==> config.mk <==
export PLATFORM = sky130hd
export DESIGN_NAME = div_seq
export DESIGN_NICKNAME = d
export VERILOG_FILES = /design/src/rtl/div_seq.sv
export SDC_FILE = /design/constraint.sdc
export NUM_CORES = 1
export LEC_CHECK = 0
export BUFFER_PORTS_ARGS = -buffer_cell sky130_fd_sc_hd__buf_2
export CELL_PAD_IN_SITES_DETAIL_PLACEMENT = 0
export CELL_PAD_IN_SITES_GLOBAL_PLACEMENT = 1
export CORE_MARGIN = 2
export CORE_UTILIZATION = 44
export CTS_CLUSTER_DIAMETER = 100
export DETAILED_ROUTE_END_ITERATION = 7
export PLACE_DENSITY_LB_ADDON = 0.3
export SYNTH_ARGS = -nofsm -noshare
export SYNTH_HDL_FRONTEND = slang
export SYNTH_SLANG_ARGS = --single-unit
export TNS_END_PERCENT = 10
==> constraint.sdc <==
create_clock -name clk -period 6.8 [get_ports clk]
set_clock_uncertainty 0.05 [all_clocks]
set_input_delay 1.36 -clock clk [delete_from_list [all_inputs] [get_ports clk]]
set_output_delay 1.36 -clock clk [all_outputs]
set_load 0.02 [all_outputs]
==> src/rtl/div_seq.sv <==
// rtl/div_seq.sv - multi-cycle restoring divider sequencer for DIV/DIVU in EX
module div_seq (
    input  logic        clk,
    input  logic        rst,
    input  logic        signed_div_i,
    input  logic [31:0] opdata1_i,
    input  logic [31:0] opdata2_i,
    input  logic        start_i,
    input  logic        annul_i,
    output logic [63:0] result_o,
    output logic        ready_o,
    output logic        stallreq_o
);

    typedef enum logic [1:0] {FREE, BYZERO, ON, END} state_t;

    state_t      state, state_n;
    logic [5:0]  cnt, cnt_n;
    logic [63:0] work, work_n;
    logic [31:0] divisor, divisor_n;
    logic        neg_quo, neg_quo_n;
    logic        neg_rem, neg_rem_n;
    logic [63:0] result_n;
    logic        ready_n;

    logic [64:0] shifted;
    logic [32:0] diff;
    logic [63:0] work_step;
    logic [31:0] quo_fix, rem_fix;
    logic [31:0] dividend_abs, divisor_abs;

    // work holds {partial remainder, remaining dividend bits / quotient bits}
    always_ff @(posedge clk) begin
        if (rst) begin
            state    <= FREE;
            cnt      <= 6'd0;
            work     <= 64'd0;
            divisor  <= 32'd0;
            neg_quo  <= 1'b0;
            neg_rem  <= 1'b0;
            result_o <= 64'd0;
            ready_o  <= 1'b0;
        end else begin
            state    <= state_n;
            cnt      <= cnt_n;
            work     <= work_n;
            divisor  <= divisor_n;
            neg_quo  <= neg_quo_n;
            neg_rem  <= neg_rem_n;
            result_o <= result_n;
            ready_o  <= ready_n;
        end
    end

    always_comb begin
        state_n    = state;
        cnt_n      = cnt;
        work_n     = work;
        divisor_n  = divisor;
        neg_quo_n  = neg_quo;
        neg_rem_n  = neg_rem;
        result_n   = result_o;
        ready_n    = ready_o;
        stallreq_o = 1'b0;

        dividend_abs = (signed_div_i && opdata1_i[31]) ? (~opdata1_i + 32'd1) : opdata1_i;
        divisor_abs  = (signed_div_i && opdata2_i[31]) ? (~opdata2_i + 32'd1) : opdata2_i;

        // remainder is always below the divisor, so the 33rd bit only carries the borrow
        shifted   = {work, 1'b0};
        diff      = shifted[64:32] - {1'b0, divisor};
        work_step = diff[32] ? shifted[63:0] : {diff[31:0], shifted[31:1], 1'b1};
        quo_fix   = neg_quo ? (~work_step[31:0] + 32'd1) : work_step[31:0];
        rem_fix   = neg_rem ? (~work_step[63:32] + 32'd1) : work_step[63:32];

        case (state)
            FREE: begin
                ready_n  = 1'b0;
                result_n = 64'd0;
                if (start_i && !annul_i) begin
                    stallreq_o = 1'b1;
                    work_n     = {32'd0, dividend_abs};
                    divisor_n  = divisor_abs;
                    neg_quo_n  = signed_div_i && (opdata1_i[31] ^ opdata2_i[31]);
                    neg_rem_n  = signed_div_i && opdata1_i[31];
                    cnt_n      = 6'd0;
                    state_n    = (opdata2_i == 32'd0) ? BYZERO : ON;
                end
            end
            BYZERO: begin
                if (annul_i) begin
                    state_n = FREE;
                end else begin
                    stallreq_o = 1'b1;
                    result_n   = 64'd0;
                    ready_n    = 1'b1;
                    state_n    = END;
                end
            end
            ON: begin
                if (annul_i) begin
                    state_n = FREE;
                end else begin
                    stallreq_o = 1'b1;
                    work_n     = work_step;
                    cnt_n      = cnt + 6'd1;
                    if (cnt == 6'd31) begin
                        result_n = {rem_fix, quo_fix};
                        ready_n  = 1'b1;
                        state_n  = END;
                    end
                end
            end
            END: begin
                if (annul_i || !start_i) begin
                    ready_n  = 1'b0;
                    result_n = 64'd0;
                    state_n  = FREE;
                end
            end
            default: state_n = FREE;
        endcase
    end

endmodule

# Yosys cells after proc, flatten, opt, wreduce, memory -nomap -nowiden
# Index checks and enable logic that the tools add are counted.
# W data, S select, Z words.
totals:
  out_inout_bits: 66
  ff_bits: 171
  in_bits: 69
  elab_cells: 75
op_classes:
  reduce_logical: 15
  bitwise_logic: 5
  n_addsub: 6
  muxes: 31
  n_eq_ne: 10
op_table:
  columns: ["op", "n"]
  rows:
  - ["$mux W64", 7]
  - ["$pmux W64 S4", 1]
  - ["$add A32 B1 Y32 const B", 4]
  - ["$mux W32", 4]
  - ["$not A32 Y32", 4]
  - ["$pmux W64 S2", 1]
  - ["$sub A33 B32 Y33", 1]
  - ["$logic_not A32 Y1", 1]
  - ["$mux W2", 6]
  - ["$mux W6", 2]
  - ["$pmux W6 S2", 1]
  - ["$ne A2 B2 Y1 const B", 5]
  - ["$pmux W2 S4", 1]
  - ["$add A6 B1 Y6 const B", 1]
  - ["$eq A6 B5 Y1 const B", 1]
  - ["$mux W1", 6]
  - ["$reduce_and A3 Y1", 2]
  - ["$eq A2 B2 Y1 const B", 2]
  - ["$logic_and A1 B1 Y1", 4]
  - ["$pmux W1 S4", 1]
  - ["$reduce_and A4 Y1", 1]
  - ["$ne A3 B3 Y1 const B", 1]
  - ["$eq A2 B1 Y1 const B", 1]
  - ["$logic_not A1 Y1", 2]
  - ["7 further kinds", 7]

# Logic depth before layout (Yosys ltp)
# Gate-level depths: netlist (run 1).
logic_depth:
  word_depth: 8
  ltp_mapped: 24
  mapped_depth_nobuf: 21

# Worst setup path before layout (run 1)
# OpenSTA, ideal clock, no wires.
synth_timing:
  path_kind: "flip-flop to flip-flop"
  start: "register work[31]"
  end: "register result_o[62]"
  slack_ps: 1973
  path_stages_with_launch: 25
  n_path_buf: 3
  required_ps: 6621
  arrival_time_ps: 4648
  setup_ps: 129
  period_less_slack_ps: 4827
  cell_sequence: "dfxtp_1 > inv_1 > ha_1 > inv_1 > fa_1 > a211oi_4 > o211ai_2 > a211o_1 > a21o_1 > o211a_2 > inv_2 > clkbuf_1 > buf_2 > buf_2 > nor2_1 > a21oi_1 > ha_1 > nand2_1 > a211oi_1 > mux2i_1 > a21oi_1 > nand4b_1 > o31ai_1 > xor2_1 > o21ai_0"
synth_between:
  elab_chain_cells: 8
synth_lines:
  columns: ["item", "line_no", "text"]
  rows:
  - ["start, declared", "19", "logic [63:0] work, work_n;"]
  - ["start signal, assigned", "46", "work <= work_n;"]
  - ["$sub A33 B32 Y33", "71", "diff = shifted[64:32] - {1'b0, divisor};"]
  - ["$mux W64 (*)", "72", "work_step = diff[32] ? shifted[63:0] : {diff[31:0], shifted[31:1], 1'b1};"]
  - ["$not A32 Y32", "74", "rem_fix = neg_rem ? (~work_step[63:32] + 32'd1) : work_step[63:32];"]
  - ["$add A32 B1 Y32", "74", null]
  - ["$mux W32 (*)", "74", null]
  - ["$mux W64 (*)", "107", "if (cnt == 6'd31) begin"]
  - ["$mux W64 (*)", "101", "if (annul_i) begin"]
  - ["$pmux W64 S4 (*)", "76", "case (state)"]
  - ["end signal, assigned", "50", "result_o <= result_n;"]
  - ["end, declared", "10", "output logic [63:0] result_o,"]
# Mark *: on every way between the ends. The rest lies on a longest branch, timed or not. The select of a mux whose other input is x is not followed.
# A chain may end at the register's enable or synchronous reset.

# Final worst setup path (run 1)
# Same ends and word-level chain as after synthesis.

==> impl_metrics.csv, run 1 <==
group,metric,value,unit
status,status,"finished, final reports clean",
clocking,cts_setup_buffers,0,
run,max_cap_viol_count,0,
global_routing,grt_max_degree,73,
pwr,leakage,5.202,nW
final_layout,n_antenna_cell,0,
placement,dp_hpwl,27230,µm
setup_path,path_class,"flop to flop",
setup_path,arrival,5.12,ns
clocking,cts_buffer_depth,2,
timing,tns,0,ns
logic_synthesis,netlist_instances,1573,
timing,hold_viol_final,0,
logic_synthesis,synth_top_family_by_area,"compound AO/OA/AOI/OAI gates",
setup_path,cp-start-kind,"flop",
logic_synthesis,synth-simple-area-share,24.41,%
die,die_w,166.9,µm
logic_synthesis,synth.top_cell.area_share,29.33,%
pwr,vdd.ir_drop.worst,0.2679,mV
timing,tightest_slew,1.079,ns
logic_synthesis,ys.flop_type,"dfxtp_1",
route,routed_wl,36440,µm
timing,slew_viol_final,0,
timing,fin_crit_sh,71.68,%
route,drt-vias-per-instance,5.845,
clocking,cts_max_level,4,
final_layout,fin_cells,1995,
final_layout,areaGrowthSynthToFinish,12.14,%
die,start_util,44.79,%
logic_synthesis,synth_common_cells,"nand2_1, dfxtp_1, nor2_1",
logic_synthesis,synth.area.top_cells,"dfxtp_1, nand2_1, nor2_1, xnor2_1, xor2_1",
route,drcViolationCount,0,
placement,globalplace.congestion,0.9178,
die,fp.coreArea,26060,µm²
global_routing,grt.overflow.total,0,
final_layout,fill_cells,2623,
die,ioPinCount,135,
logic_synthesis,synthMuxAreaShare,1.286,%
logic_synthesis,synthXorXnorAreaFrac,10.06,%
logic_synthesis,yosysWarnings,0,
setup_path,ff2ff_path_depth,21,
clocking,clock_latency,0.45,ns
clocking,cts_tree,"yes",
clocking,path_clk_slew,0.07,ns
setup_path,critPathMaxFanout,6,
setup_path,end_kind,"flop",
die,dieArea,27840,µm²
logic_synthesis,yosysMostFrequentCell,"nand2_1",
logic_synthesis,synth_compound_area_share,25.06,%
logic_synthesis,ys_seq_elements,171,
setup_path,critical_path_required,7.05,ns
final_layout,final_layout_size_suffix_gt1_share,12.53,%
route,drt_iter0_drc,944,
route,num_vias,11660,
route,dr.pass1.iters,7,
global_routing,grt_pass1_vias,10850,
logic_synthesis,syn_area,11670,µm²
logic_synthesis,ys_types,84,
global_routing,grt_pass1_wl,58790,µm
clocking,cts-root-buf,"clkbuf_16",
timing,setup_viol,0,
placement,dpl.cell_count,1963,
clocking,cts_made_buffers,17,
timing,maxSlewHeadroom,27.94,%
hold_path,min_path_cells,2,
logic_synthesis,seq_area_frac_synth,29.33,%
global_routing,antenna_found_initial,0,
final_layout,nNetsFinal,1759,
die,dieHeight,166.9,µm
clocking,hold_buffers,0,
logic_synthesis,synth_edf_count,0,
global_routing,grt_usage,25.99,%
logic_synthesis,avgSynthCellArea,7.420,µm²
timing,min_period,4.874,ns
logic_synthesis,synthArstFlopShare,0,%
timing,fmax,205.2,MHz
die,rows,59,
route,final_antenna_net_count,0,
logic_synthesis,synth_top_cell_by_area,"dfxtp_1",
logic_synthesis,syn_nets,1685,
logic_synthesis,synth_adder_area_share,4.674,%
route,wl_per_cell,18.27,µm
placement,io_buffer_count,134,
pwr,power.density,292.3,nW/µm²
timing,rsz0062_at_grt,"no",
timing,fin_hold_ws,0.3960,ns
clocking,cts.sinks,171,
hold_path,hold_path_class,"flop to flop",
clocking,ctsResizeCount,0,
[sequential cells by signal, summed over array words and instances, names as in the netlist]
name      cells
cnt           6
divisor      32
neg_quo       1
neg_rem       1
ready_o       1
result_o     64
state         2
work         64
[cell type report]
| type | instances | area (µm²) | share of cell area (%) |
|---|---|---|---|
| clock buffer | 18 | 439.2 | 3.356 |
| clock inverter | 14 | 145.1 | 1.109 |
| inverter | 64 | 240.2 | 1.836 |
| multi-input combinational | 1247 | 7657 | 58.51 |
| sequential | 171 | 3423 | 26.16 |
| tap | 335 | 419.2 | 3.203 |
| timing repair buffer | 146 | 763.2 | 5.832 |
[cells in the final DEF (no fill, tap or decap), types with 27 or more instances in the layout]
cell type,instances
a21oi_1,90
nor2_1,163
nand2_1,225
inv_1,62
xnor2_1,67
nand3_1,65
ha_1,42
a22oi_1,51
a31oi_1,40
buf_2,133
nor3_1,34
dfxtp_1,171
a211oi_1,34
o31ai_1,27
o21ai_0,87
xor2_1,67
[routing by layer]
metal | vias to the layer above | wire length, µm | global-route usage, %
met1 | 5471 | 17290 | 36.29
li1 | 5782 | - | -
met2 | 355 | 16200 | 40.74
met4 | 0 | 966 | 9.220
met3 | 52 | 1984 | 3.921
met5 | - | 0 | 0
[metrics by stage]
stage                     setup WS, ns  util [%]  instance area, µm²  power (W)
final                            1.926     50.22               13090   0.003825
after global routing             1.524     50.22               13090   0.004063
after global placement           2.024     47.98               12500   0.002819
after CTS                        1.916     50.22               13090   0.003819
after detailed placement         1.940     47.98               12500   0.002830
after floorplan                  1.973         -               11670   0.002370
[cells by family after synthesis]
group	count (synthesis)
DFF	171
muxes	15
and+or+nand+nor	622
xor gates and xnor gates	134
AOI/OAI and AO/OA	433
adders and majority gates	43
buffers and inverters	155
[worst paths after layout]
kind	to	start	slack, ns
worst max-delay path	result_o[62]	work[31]	1.93
worst max register to register	result_o[62]	work[31]	1.93
worst min-delay path	result_o[61]	result_o[61]	0.40
worst min register to register	result_o[61]	result_o[61]	0.40
[report_power, final]
group | total, W | internal (W) | switching, W
logic | 0.00167 | 0.000530 | 0.00114
clock network | 0.000989 | 0.000500 | 0.000489
registers | 0.00117 | 0.00109 | 0.0000813
[critical path, stage by stage (launching register included)]
cell and delay (ns):
dfxtp_1 0.34, inv_1 0.06, ha_1 0.18, inv_1 0.06, fa_1 0.44, a211oi_4 0.32
o211ai_2 0.17, a211o_1 0.35, a21o_1 0.18, o211a_2 0.31, inv_2 0.12, nor2_1 0.05
a21oi_1 0.18, ha_1 0.28, nand2_1 0.08, a211oi_1 0.21, mux2i_1 0.14, a21oi_1 0.46
nand4b_1 0.23, o31ai_1 0.28, xor2_1 0.16, o21ai_0 0.08
Note: power is estimated with default switching activity, not from simulation.
==> inputs of run 2 (changes only) <==
==> constraint.sdc (replaced) <==
create_clock -name clk -period 4.9 [get_ports clk]
set_clock_uncertainty 0.05 [all_clocks]
set_input_delay 0.98 -clock clk [delete_from_list [all_inputs] [get_ports clk]]
set_output_delay 0.98 -clock clk [all_outputs]
set_load 0.02 [all_outputs]
==> run 2 against run 1 <==
Non-clock buffer count is 5 higher. Clock-buffer cell count did not move. Global-route usage about the same. First-iteration DRC count grew 13%. Die area did not move. Power rose by 41%. Combinational power up 41%. Routed wire length grew 0.41%.
==> impl_metrics.csv, run 2 (same netlist as run 1, synthesis figures left out) <==
group,metric,value,unit
route,wl_per_cell,18.29,µm
final_layout,areaGrowthSynthToFinish,12.85,%
clocking,path_clk_slew,0.08,ns
pwr,seq_power_share,30.1,%
setup_path,cpMaxStageDelayCell,"fa_1",
die,ioPinCount,135,
clocking,cts_tree,"yes",
route,routed_wl,36590,µm
final_layout,n_antenna_cell,0,
pwr,switchingPower,0.002371,W
timing,slew_viol_final,0,
final_layout,reg_top3,"result_o: 64 flops, work: 64 flops, divisor: 32 flops",
setup_path,path_cells,"inv_1 -> ha_1 -> inv_1 -> fa_1 -> a211oi_4 -> o211ai_2 -> a211o_1 -> a21o_1 -> o211a_2 -> inv_2 -> nor2_1 -> a21oi_1 -> ha_2 -> nand2_1 -> a211oi_1 -> mux2i_1 -> o21bai_1 -> nand4bb_1 -> o31ai_1 -> xnor2_1 -> o21ai_0",
placement,io_buffer_count,134,
timing,min_period,4.671,ns
hold_path,hold_path_class,"flop to flop",
route,final_antenna_net_count,0,
run,max_cap_viol_count,0,
final_layout,layout_common_cells,"nand2_1, dfxtp_1, nor2_1",
final_layout,layout_commonest_cell,"nand2_1",
clocking,cts-root-buf,"clkbuf_16",
route,dr_wl_met2,16330,µm
global_routing,grt_pass1_wl,58840,µm
clocking,cts.sinks,171,
setup_path,crit_top_cell,"inv_1",
route,drt-met1-wl,17740,µm
route,num_vias,11650,
final_layout,multiInputGateArea,7666,µm²
final_layout,fin_area,13170,µm²
setup_path,arrival,4.92,ns
die,dieHeight,166.9,µm
die,rows,59,
final_layout,final_layout_size_suffix_gt1_share,12.91,%
timing,setup_viol,0,
setup_path,reg2reg_to,"result_o[58]",
global_routing,grt_max_degree,90,
clocking,hold_buffers,0,
timing,fin_crit_sh,95.34,%
die,die_w,166.9,µm
route,dr.pass1.iters,5,
global_routing,grt.overflow.total,0,
timing,maxSlewHeadroom,26.98,%
pwr,p_int,0.003018,W
setup_path,slowest_delay,0.44,ns
setup_path,critical_path_required,5.15,ns
final_layout,nNetsFinal,1764,
route,drcViolationCount,0,
final_layout,fill_cells,2618,
timing,hold_viol_final,0,
final_layout,seqCellArea,3423,µm²
placement,dpl.cell_count,1967,
hold_path,hold_start,"divisor[31]",
setup_path,r2r_setup_slack,0.23,ns
timing,fmax,214.1,MHz
global_routing,antenna_found_initial,0,
pwr,clockPowerShare,26.4,%
setup_path,timing.rr.start,"work[31]",
global_routing,grt_usage,25.96,%
clocking,clock_latency,0.44,ns
pwr,vdd.ir_drop.worst,0.2927,mV
pwr,leakage,5.244,nW
setup_path,ff2ff_path_depth,21,
hold_path,hold_end,"divisor[31]",
final_layout,fin_cells,2000,
timing,tns,0,ns
pwr,p_comb_share,43.5,%
route,drt-vias-per-instance,5.825,
die,fp.coreArea,26060,µm²
route,drt_iter0_drc,1063,
pwr,power.density,409.1,nW/µm²
placement,globalplace.congestion,0.9198,
setup_path,cp-start-kind,"flop",
setup_path,path_class,"flop to flop",
setup_path,end_kind,"flop",
status,status,"finished, final reports clean",
timing,tightest_slew,1.094,ns
die,dieArea,27840,µm²
clocking,cts_max_level,4,
die,start_util,44.79,%
pwr,switching_share,43.99,%
clocking,cts_buffer_depth,2,
global_routing,grt_pass1_vias,10860,
placement,dp_hpwl,27520,µm
timing,rsz0062_at_grt,"yes",
route,dr.max_layer_used,"met4",
clocking,cts_made_buffers,17,
timing,fin_hold_ws,0.4017,ns
hold_path,min_path_cells,2,
placement,placedInstanceArea,12540,µm²
setup_path,critPathMaxFanout,5,
route,dr_wl_met3,1644,µm
run 2: critical path, delay by kind of cell, from the launching register on:
kind	cells	cell delay, ns
compound gates	10	2.34
xor+xnor	1	0.15
fa+ha+maj	3	0.89
buf+inv	3	0.25
flops	1	0.34
mux	1	0.18
simple gates	3	0.35
run 2: power groups by stage:
stage | Clock (W) | Combinational, W | Sequential (W)
4_1_cts | 0.00144 | 0.00231 | 0.00162
3_5_place_dp | 0 | 0.00230 | 0.00165
3_3_place_gp | 0 | 0.00229 | 0.00165
5_1_grt | 0.00149 | 0.00259 | 0.00164
2_1_floorplan | 0 | 0.00165 | 0.00164
6_report | 0.00142 | 0.00235 | 0.00162
run 2: how the worst max path moves through the flow:
stage / from / end / slack [ns] / depth (start not counted)
after floorplan: work[31] / result_o[62] / 0.07 / 24
after global placement: work[31] / result_o[62] / 0.41 / 21
after detailed placement: work[31] / result_o[62] / 0.29 / 21
after CTS: work[31] / result_o[62] / 0.28 / 21
after global routing: work[31] / result_o[58] / -0.02 / 21
final: work[31] / result_o[58] / 0.23 / 21
run 2: stage by stage:
step / worst slack, ns / power [W] / util, %
detailed placement: 0.2905 / 0.003953 / 48.13
floorplan: 0.07307 / 0.003289 / -
global placement: 0.4101 / 0.003936 / 48.13
finish: 0.2286 / 0.005389 / 50.54
CTS: 0.2838 / 0.005371 / 50.47
global route: -0.02221 / 0.005727 / 50.54
run 2: what timing repair did:
action                     CTS  global route
buffers inserted             0             1
gates resized for setup      0             4
setup endpoints to repair    0             6
run 2: area by class of cell:
cell class | instances | area share, %
clock buffers | 18 | 3.334
clock inverters | 14 | 1.292
inverters | 64 | 1.824
multi-input cells | 1247 | 58.20
flip-flops and latches | 171 | 25.99
well taps | 335 | 3.182
repair buffers | 151 | 6.175
run 2: layer usage:
metal  up-vias  global-route usage (%)
met1      5489                   37.14
met5         -                       0
li1       5792                       -
met3        47                   3.779
met2       322                   40.74
met4         0                   7.084
==> inputs of run 3 (changes only) <==
--- a/config.mk
+++ b/config.mk
@@ -12,7 +12,7 @@
 export CORE_UTILIZATION = 44
 export CTS_CLUSTER_DIAMETER = 100
 export DETAILED_ROUTE_END_ITERATION = 7
-export PLACE_DENSITY_LB_ADDON = 0.3
+export PLACE_DENSITY = 0.89
 export SYNTH_ARGS = -nofsm -noshare
 export SYNTH_HDL_FRONTEND = slang
 export SYNTH_SLANG_ARGS = --single-unit
==> run 3 against run 2 <==
Critical path depth fell by 2. Via count increased by 0.55%. Register-to-register slack gained 0.13 ns. Fmax up 2.8%. Critical endpoint is now result_o[60]. Largest cell class unchanged. Largest power group unchanged.
==> impl_metrics.csv, run 3 (same netlist as run 1, synthesis figures left out) <==
group,metric,value,unit
timing,fin_hold_ws,0.4013,ns
clocking,cts_tree,"yes",
global_routing,grt_max_degree,76,
route,routed_wl,35630,µm
setup_path,crit_path_end,"result_o[60]",
placement,dp_hpwl,26490,µm
route,drt-vias-per-instance,5.857,
route,drt_iter0_drc,970,
global_routing,antenna_found_initial,1,
global_routing,grt_pass1_vias,11050,
pwr,power.density,405.6,nW/µm²
route,final_antenna_net_count,0,
setup_path,r2r_setup_slack,0.36,ns
die,die_w,166.9,µm
final_layout,layout_commonest_cell,"nand2_1",
clocking,hold_buffers,0,
clocking,cts_made_buffers,17,
route,dr.pass1.iters,5,
placement,pre_cts_slack,0.2553,ns
route,num_vias,11710,
timing,hold_viol_final,0,
die,start_util,44.79,%
setup_path,path_class,"flop to flop",
global_routing,grt_pass1_wl,57590,µm
placement,globalplace.congestion,0.9502,
timing,min_period,4.544,ns
setup_path,ff2ff_path_depth,19,
clocking,cts.sinks,171,
die,dieHeight,166.9,µm
clocking,cts_buffer_depth,2,
final_layout,layout_common_cells,"nand2_1, dfxtp_1, nor2_1",
setup_path,cp-start-kind,"flop",
die,ioPinCount,135,
timing,fin_crit_sh,92.74,%
setup_path,path_cells,"inv_1 -> ha_1 -> inv_1 -> fa_2 -> a211oi_4 -> o211ai_2 -> a211o_1 -> a21o_1 -> o211a_2 -> mux2i_1 -> ha_2 -> nand2_1 -> a211oi_1 -> mux2i_1 -> a21oi_2 -> nand4b_1 -> o21ai_0 -> xor2_1 -> o21ai_0",
setup_path,cp-startpoint,"work[31]",
clocking,clock_latency,0.45,ns
setup_path,arrival,4.80,ns
setup_path,cpMaxStageDelayCell,"fa_2",
global_routing,grt.overflow.total,0,
final_layout,post-route-util,50.49,%
timing,setup_viol,0,
timing,tns,0,ns
timing,slew_viol_final,0,
final_layout,fill_cells,2582,
timing,rsz0062_at_grt,"no",
final_layout,areaGrowthSynthToFinish,12.74,%
hold_path,hold_path_class,"flop to flop",
run,max_cap_viol_count,0,
timing,worst_slack,0.3556,ns
die,fp.coreArea,26060,µm²
final_layout,n_antenna_cell,0,
final_layout,final_layout_size_suffix_gt1_share,13.09,%
setup_path,reg2reg_to,"result_o[60]",
die,dieArea,27840,µm²
setup_path,slowest_delay,0.37,ns
die,rows,59,
pwr,leakage,5.213,nW
final_layout,fin_area,13160,µm²
timing,fmax,220.1,MHz
route,wl_per_cell,17.81,µm
setup_path,critPathMaxFanout,6,
final_layout,nNetsFinal,1764,
global_routing,grt_usage,25.22,%
final_layout,reg_top3,"result_o: 64 flops, work: 64 flops, divisor: 32 flops",
clocking,cts-root-buf,"clkbuf_16",
status,status,"finished, final reports clean",
clocking,cts_max_level,4,
timing,maxSlewHeadroom,23.02,%
timing,tightest_slew,1.153,ns
setup_path,critical_path_required,5.16,ns
setup_path,end_kind,"flop",
setup_path,timing.rr.start,"work[31]",
placement,io_buffer_count,134,
pwr,vdd.ir_drop.worst,0.2983,mV
clocking,path_clk_slew,0.07,ns
route,drcViolationCount,0,
placement,placedInstanceArea,12530,µm²
run 3: cell count changes in the layout (fill, tap and decap cells not counted), sizes merged:
cell	previous run	this run
clkinvlp	1	3
bufinv	1	0
clkinv	5	4
run 3: how the worst min path moves through the flow:
stage	from	endpoint	slack (ns)	cells past startpoint
after global routing	divisor[17]	divisor[17]	0.42	2
after detailed placement	result_o[55]	result_o[55]	0.39	2
after floorplan	divisor[17]	divisor[17]	0.38	2
after CTS	result_o[61]	result_o[61]	0.41	2
after global placement	result_o[59]	result_o[59]	0.39	2
final	result_o[55]	result_o[55]	0.40	2
run 3: what timing repair did:
action                                  CTS  global route
endpoints found under the setup margin    0             6
buffers inserted                          0             1
gates resized for setup                   0             7
run 3: layout make-up:
class / instances / area [µm²] / share of cell area [%]
flip-flops and latches: 171 / 3423 / 26.02
clock buffers: 18 / 429.2 / 3.262
clock inverters: 14 / 151.4 / 1.151
well taps: 335 / 419.2 / 3.186
inverters: 64 / 240.2 / 1.826
repair buffers: 151 / 800.8 / 6.086
multi-input cells: 1247 / 7694 / 58.47
run 3: critical path: cells and delay by family, from the launching register on:
kind                     cells  cell delay, ns
AND/OR/NAND/NOR              2            0.28
XOR/XNOR                     1            0.16
AO/OA/AOI/OAI                9            2.13
multiplexers                 2            0.46
flip-flops                   1            0.34
buffers and inverters        2            0.13
adder cells (fa/ha/maj)      3            0.84
run 3: stage by stage:
| stage | cells | power (W) |
|---|---|---|
| 6_report | 2000 | 0.005337 |
| 5_1_grt | 2000 | 0.005649 |
| 4_1_cts | 1999 | 0.005278 |
| 3_5_place_dp | 1967 | 0.003924 |
| 3_3_place_gp | 1967 | 0.003899 |
| 2_1_floorplan | 1573 | 0.003289 |
run 3: layer usage:
layer / wire length [µm] / global-route usage (%) / vias to the layer above / part of all wire [%]
met5: 0 / 0 / - / 0
met4: 767 / 6.934 / 0 / 2.2
met3: 1964 / 4.539 / 53 / 5.5
met2: 16480 / 41.38 / 331 / 46
met1: 16420 / 34.03 / 5533 / 46
li1: - / - / 5797 / -
run 3: report_power, final:
| part | internal, W | switching [W] |
|---|---|---|
| clock | 0.000681 | 0.000677 |
| sequential | 0.00151 | 0.000109 |
| combinational | 0.000779 | 0.00158 |
| total | 0.00297 | 0.00237 |
